--- config.mk ---
export PLATFORM = sky130hd
export DESIGN_NAME = prog_loader
export DESIGN_NICKNAME = d
export VERILOG_FILES = /design/src/rtl/prog_loader.sv
export SDC_FILE = /design/constraint.sdc
export NUM_CORES = 1
export LEC_CHECK = 0
export ABC_AREA = 0
export CAP_MARGIN = 0
export CORE_ASPECT_RATIO = 1.75
export CORE_MARGIN = 2
export CORE_UTILIZATION = 46
export DETAILED_ROUTE_END_ITERATION = 8
export MAX_ROUTING_LAYER = met4
export PLACE_DENSITY = 0.75
export SYNTH_ARGS = -nofsm -noshare
export SYNTH_HDL_FRONTEND = slang
export SYNTH_SLANG_ARGS = --single-unit
export TNS_END_PERCENT = 30
--- constraint.sdc ---
create_clock -name clk -period 8.6 [get_ports clk]
set_input_delay 1.72 -clock clk [delete_from_list [all_inputs] [get_ports clk]]
set_output_delay 1.72 -clock clk [all_outputs]
set_load 0.02 [all_outputs]
--- src/rtl/prog_loader.sv ---
// Byte-stream loader: frames I/D words into the BRAM write ports, then releases the core.
// Optional PROG_LOADER_CHECKSUM_EN adds a trailing 8-bit zero-sum CSUM byte per frame.
module prog_loader #(
    parameter int ADDR_WIDTH = 10,
    parameter int DATA_WIDTH = 32,
    parameter int MAX_WORDS  = 256
) (
    input  logic                  clk,
    input  logic                  rst,
    input  logic [7:0]            in_byte,
    input  logic                  in_valid,
    output logic                  in_ready,
    output logic [ADDR_WIDTH-1:0] i_w_addr,
    output logic [DATA_WIDTH-1:0] i_w_dat,
    output logic                  i_w_enb,
    output logic [ADDR_WIDTH-1:0] d_w_addr,
    output logic [DATA_WIDTH-1:0] d_w_dat,
    output logic                  d_w_enb,
    output logic                  d_bram_init_done,
    output logic                  cpu_stall,
    output logic                  error
);

    typedef enum logic [2:0] {
        S_CMD,
        S_LEN_LO,
        S_LEN_HI,
        S_DATA,
`ifdef PROG_LOADER_CHECKSUM_EN
        S_CSUM,
`endif
        S_RUN,
        S_ERR
    } state_t;

    state_t          state;
    logic            tgt_d;
    logic [1:0]      byte_cnt;
    logic [15:0]     word_idx;
    logic [15:0]     len;
    logic [23:0]     wbuf;
`ifdef PROG_LOADER_CHECKSUM_EN
    logic [7:0]      sum;
`endif

    logic                  xfer;
    logic [15:0]           len_n;
    logic [DATA_WIDTH-1:0] word_n;
    logic [ADDR_WIDTH-1:0] addr_n;
    logic                  last_word;

    assign xfer      = in_valid & in_ready;
    assign len_n     = {in_byte, len[7:0]};
    // Bytes arrive LSB first, so each new byte enters at the top.
    assign word_n    = {in_byte, wbuf};
    assign addr_n    = {word_idx[ADDR_WIDTH-3:0], 2'b00};
    assign last_word = (word_idx == len - 16'd1);

    always_ff @(posedge clk or posedge rst) begin
        if (rst) begin
            state            <= S_CMD;
            in_ready         <= 1'b0;
            i_w_addr         <= '0;
            i_w_dat          <= '0;
            i_w_enb          <= 1'b0;
            d_w_addr         <= '0;
            d_w_dat          <= '0;
            d_w_enb          <= 1'b0;
            d_bram_init_done <= 1'b0;
            cpu_stall        <= 1'b1;
            error            <= 1'b0;
            tgt_d            <= 1'b0;
            byte_cnt         <= '0;
            word_idx         <= '0;
            len              <= '0;
            wbuf             <= '0;
`ifdef PROG_LOADER_CHECKSUM_EN
            sum              <= '0;
`endif
        end else begin
            in_ready <= 1'b1;
            i_w_enb  <= 1'b0;
            d_w_enb  <= 1'b0;
            case (state)
                S_CMD: if (xfer) begin
                    case (in_byte)
                        8'h49: begin
                            tgt_d <= 1'b0;
                            state <= S_LEN_LO;
                        end
                        8'h44: begin
                            tgt_d <= 1'b1;
                            state <= S_LEN_LO;
                        end
                        8'h47: begin
                            cpu_stall        <= 1'b0;
                            d_bram_init_done <= 1'b1;
                            state            <= S_RUN;
                        end
                        default: begin
                            error <= 1'b1;
                            state <= S_ERR;
                        end
                    endcase
                end
                S_LEN_LO: if (xfer) begin
                    len[7:0] <= in_byte;
                    state    <= S_LEN_HI;
                end
                S_LEN_HI: if (xfer) begin
                    len <= len_n;
                    if (len_n == 16'd0) begin
                        state <= S_CMD;
                    end else if (len_n > 16'(MAX_WORDS)) begin
                        error <= 1'b1;
                        state <= S_ERR;
                    end else begin
                        word_idx <= '0;
                        byte_cnt <= '0;
`ifdef PROG_LOADER_CHECKSUM_EN
                        sum      <= '0;
`endif
                        state    <= S_DATA;
                    end
                end
                S_DATA: if (xfer) begin
                    wbuf     <= word_n[31:8];
                    byte_cnt <= byte_cnt + 2'd1;
`ifdef PROG_LOADER_CHECKSUM_EN
                    sum      <= sum + in_byte;
`endif
                    if (byte_cnt == 2'd3) begin
                        if (tgt_d) begin
                            d_w_addr <= addr_n;
                            d_w_dat  <= word_n;
                            d_w_enb  <= 1'b1;
                        end else begin
                            i_w_addr <= addr_n;
                            i_w_dat  <= word_n;
                            i_w_enb  <= 1'b1;
                        end
                        word_idx <= word_idx + 16'd1;
                        if (last_word) begin
`ifdef PROG_LOADER_CHECKSUM_EN
                            state <= S_CSUM;
`else
                            state <= S_CMD;
`endif
                        end
                    end
                end
`ifdef PROG_LOADER_CHECKSUM_EN
                S_CSUM: if (xfer) begin
                    if (8'(sum + in_byte) == 8'h00) begin
                        state <= S_CMD;
                    end else begin
                        error <= 1'b1;
                        state <= S_ERR;
                    end
                end
`endif
                S_RUN: if (xfer && in_byte == 8'h52) begin
                    cpu_stall        <= 1'b1;
                    d_bram_init_done <= 1'b0;
                    state            <= S_CMD;
                end
                S_ERR: begin
                    error            <= 1'b1;
                    cpu_stall        <= 1'b1;
                    d_bram_init_done <= 1'b0;
                end
                default: begin
                    error <= 1'b1;
                    state <= S_ERR;
                end
            endcase
        end
    end

endmodule

-- After elaboration in Yosys (flattened, before gate mapping)
Index checks and enable logic that the tools add are counted.
Widths: inputs -> output; s select.
- register bits after elaboration: 148
- reductions and logical operators: 20
- magnitude comparators: 1
- multiplexer cells: 47
- add/subtract/negate cells: 3
- equal/unequal tests: 23
- bitwise operators: 5
- operators by type and width (kind ; number):
    $mux 16 ; 5
    $eq 8x7->1 const B ; 4
    $pmux 16 s2 ; 1
    $mux 3 ; 9
    $ne 2x2->1 const B ; 12
    $mux 1 ; 19
    $pmux 3 s6 ; 1
    $add 16x1->16 const B ; 1
    $eq 16x16->1 ; 1
    $gt 16x9->1 const B ; 1
    $logic_not 16->1 ; 1
    $pmux 8 s2 ; 1
    $sub 16x1->16 const B ; 1
    $reduce_and 4->1 ; 3
    $reduce_and 6->1 ; 2
    $pmux 1 s3 ; 3
    $mux 2 ; 4
    $mux 8 ; 1
    $reduce_and 8->1 ; 1
    $eq 3x2->1 const B ; 2
    $eq 3x3->1 const B ; 2
    $pmux 3 s2 ; 1
    $reduce_and 3->1 ; 2
    $reduce_or 3->1 ; 2
    other kinds (14) ; 19

-- Logic depth before layout (Yosys ltp)
- depth after elaboration: 6
- mapped depth: 9
- depth with buffers taken out: 8

-- Worst setup path after synthesis
Ideal clock, no wire load.
- path type: input port to flip-flop
- from: input port in_byte[1]
- to: register word_idx[10]
- path slack: 5.304 ns
- data arrival time: 3.174 ns
- cell stages on the path: 7
- setup time: 0.121 ns
- cell sequence: nor4_1 > nor4b_4 > a41oi_4 > buf_6 > nor4_2 > xnor2_1 > nor2_1
- longest elaborated chain between the ends: 3
- elaborated cells between the ends (all ways): 5
- classes of those cells: 1 x order compare; 2 x eq/ne; 2 x reduce/logical
- RTL lines (element ; line ; source):
    from (decl) ; 10 ; input logic [7:0] in_byte,
    $gt 16x9->1 or $logic_not 16->1 (tied branches) ; 114, 112 ;
    $ne 2x2->1 (no line) ; n/a ;
    $reduce_and 6->1 (no line) (*) ; n/a ;
    to (signal assigned) ; 142 ; word_idx <= word_idx + 16'd1;
    to (decl) ; 39 ; logic [15:0] word_idx;
Every way passes the cells marked *; elsewhere a longest branch is shown, timed or not.
A chain may end at the register's enable or synchronous reset.

-- Worst setup path after layout
- from: input port in_valid
- to: register i_w_addr[4]
- longest elaborated chain between the ends: 2
- RTL lines (element ; line ; source):
    from (decl) ; 11 ; input logic in_valid,
    $and 1x1->1 ; 52 ; assign xfer = in_valid & in_ready;
    $reduce_and 4->1 (no line) ; n/a ;
    to (signal assigned) ; 138 ; i_w_addr <= addr_n;
    to (decl) ; 13 ; output logic [ADDR_WIDTH-1:0] i_w_addr,
Every way passes these cells.

==> metrics.cfg <==
[detailed_routing]
ant_nets = 0
wl_per_cell_um = 19.0
num_vias = 4778
viasPerCell = 5.58
drt-total-wl_um = 16300
drc = 0
drt_iter0_markers = 228
drtPass1Iterations = 4

[sta]
max_freq_mhz = 228
finalSetupTns_ps = 0
tightestPinTransition_ps = 1160
hold_ws_ps = 484
layout_min_cycle_time_ps = 4380
fin_ws_ps = 4220
rsz0062_at_grt = no
fin_crit_sh_pct = 50.9
fin_skew_ps = 10.6
slew_headroom_pct = 22.6
slew_viol_final = 0
hold_viol = 0
setup_viol = 0

[critical_path]
startpoint = in_valid
crit_path_end = i_w_addr[4]
worstSetupPathType = in -> reg
cp.required_ps = 8900
cp-start-kind = primary input
r2r-start = state[1]
endpoint_kind = register
r2r_cells = 5
r2r_slack_ps = 5440
cp.arrival_ps = 4680
crit_fanout = 41
reg2reg_to = i_w_addr[4]

[place]
place_inst = 825
place_congestion = 0.934
io_buffers = 96
preCtsSetupSlack_ps = 3780
hpwl_um = 11400

[layout]
area_growth_pct = 24.3
stdcell_count = 857
antennaDiodeCount = 0
finalNetCount = 676
drive_gt1_share_pct = 23.9

[synth]
synth_ff_type = dfrtp_1
synth_edf_count = 0
synth_common_cells = dfrtp_1, mux2_2, nand2_1
ys_warn_count = 0
synth_seq_cells = 148
avgSynthCellArea_um2 = 11.9
yosysTopAreaCell = dfrtp_1
async_flop_share_pct = 100
synthesis.area_mm2 = 0.00683
synth_cell_types = 67
ys_top_cells_by_area = dfrtp_1, mux2_2, nand2_1
yosysMostFrequentCell = dfrtp_1
yosys.area.top_type_share_pct = 53.8
synth-seq-area-share_pct = 54.2
syn_inst = 576

[power_and_ir_drop]
power_frac_seq_pct = 43.1
switching_share_pct = 35.8
p_switching_mw = 0.836
pwr-share-comb_pct = 25.3
power_mw = 2.34
power.internal_mw = 1.50
p_leak_nw = 3.89
p_per_area_mw_per_mm2 = 275
power_frac_clock_pct = 31.6
ir_drop_v = 0.000131

[clock_network]
cts_max_level = 4
cts_max_path_buffers = 2
path_clk_slew_ps = 70
clock_sinks = 148
post_cts_buffers = 0
clk_latency_ps = 420
cts_inserted_buffers = 17
cts_tree = yes
ctsHoldBuffers = 0
root_buffer = clkbuf_16
ctsResizeCount = 0

[worst_hold_path]
hold_path.class = reg -> reg
worstHoldStart = error

[floorplanning]
core_mm2 = 0.0147
die_h_um = 165
die_w_um = 96.1
start_util_pct = 46.5
num_rows = 59
die_area_mm2 = 0.0159
io_pins = 101

[global_route]
antenna_found_initial = 0
grt_usage_pct = 22.9
overflow = 0
grt_max_degree = 81
grt_pass1_wl_um = 26700
grt_pass1_vias = 5023

[run_status]
status = complete, no violations

[job]
drv_cap = 0

[how the worst min path moves through the flow]
stage	end	slack [ps]	depth (start not counted)
after floorplan	wbuf[0]	460	2
after global placement	error	450	1
after detailed placement	error	470	1
after CTS	error	490	1
after global routing	error	500	1
final	error	480	1
[power by group through the flow]
stage	Clock, mW	Combinational, mW	Sequential (mW)
2_1_floorplan	0	0.425	0.967
3_3_place_gp	0	0.574	1.01
3_5_place_dp	0	0.591	1.02
4_1_cts	0.752	0.595	1.00
5_1_grt	0.781	0.653	1.03
6_report	0.738	0.591	1.01
[placed cells by master (no fill, tap or decap), types with 6 or more instances in the layout]
| cell | Yosys | final |
|---|---|---|
| clkdlybuf4s50_1 | 0 | 96 |
| xnor2_1 | 25 | 25 |
| mux2_2 | 99 | 99 |
| nor4_1 | 8 | 8 |
| a31oi_1 | 6 | 6 |
| inv_1 | 15 | 14 |
| xor2_1 | 7 | 7 |
| dfrtp_1 | 147 | 147 |
| a21oi_1 | 9 | 9 |
| nor4_2 | 8 | 8 |
| o21ai_0 | 13 | 13 |
| nand3_1 | 7 | 6 |
| nor3_1 | 10 | 10 |
| nand2_1 | 73 | 73 |
| clkbuf_16 | 0 | 17 |
| nor2_1 | 27 | 27 |
[flip-flops by register name, indices dropped and copies added, names as in the netlist, 2 cells and up]
| register | count |
|---|---|
| word_idx | 16 |
| d_w_addr | 8 |
| len | 16 |
| i_w_dat | 32 |
| byte_cnt | 2 |
| wbuf | 24 |
| d_w_dat | 32 |
| i_w_addr | 8 |
| state | 3 |
[cell type report]
cell class,count,area (um^2)
clock buffer,17,425
inverter,15,61.3
multi-input combinational,379,2910
tap,183,229
fill,1215,6200
clock inverter,15,174
sequential,148,3700
timing repair buffer,100,991
[kinds of logic after synthesis]
kind of cell,Yosys count,synth area share (%)
and+or+nand+nor,177,14.4
DFF,148,54.2
muxes,104,17.1
AOI/OAI and AO/OA,57,5.86
buffers and inverters,52,3.44
xor gates and xnor gates,32,4.10
adders and majority gates,4,0.733
other,2,0.110
[layer usage]
layer  GRT usage [%]  up-vias  part of all wire [%]
met4            8.70        0                   2.7
met2            39.6      133                    55
met3            3.63       35                   3.2
li1                -     2186                     -
met1            26.3     2424                    39
met5               -        -                     0
[per-stage QoR]
| step | utilization (%) | cell area [um^2] |
|---|---|---|
| 6_report | 57.8 | 8490 |
| 3_5_place_dp | 53.7 | 7900 |
| 4_1_cts | 57.8 | 8490 |
| 2_1_floorplan | - | 6840 |
| 3_3_place_gp | 53.7 | 7900 |
| 5_1_grt | 57.8 | 8490 |
[critical path: stages]
cell             delay, ps
clkdlybuf4s50_1        530
nand3b_4               140
nor2_2                 190
nand2_1                520
or3_2                 1070
mux2_1                 480
Note: power is estimated with default switching activity, not from simulation.
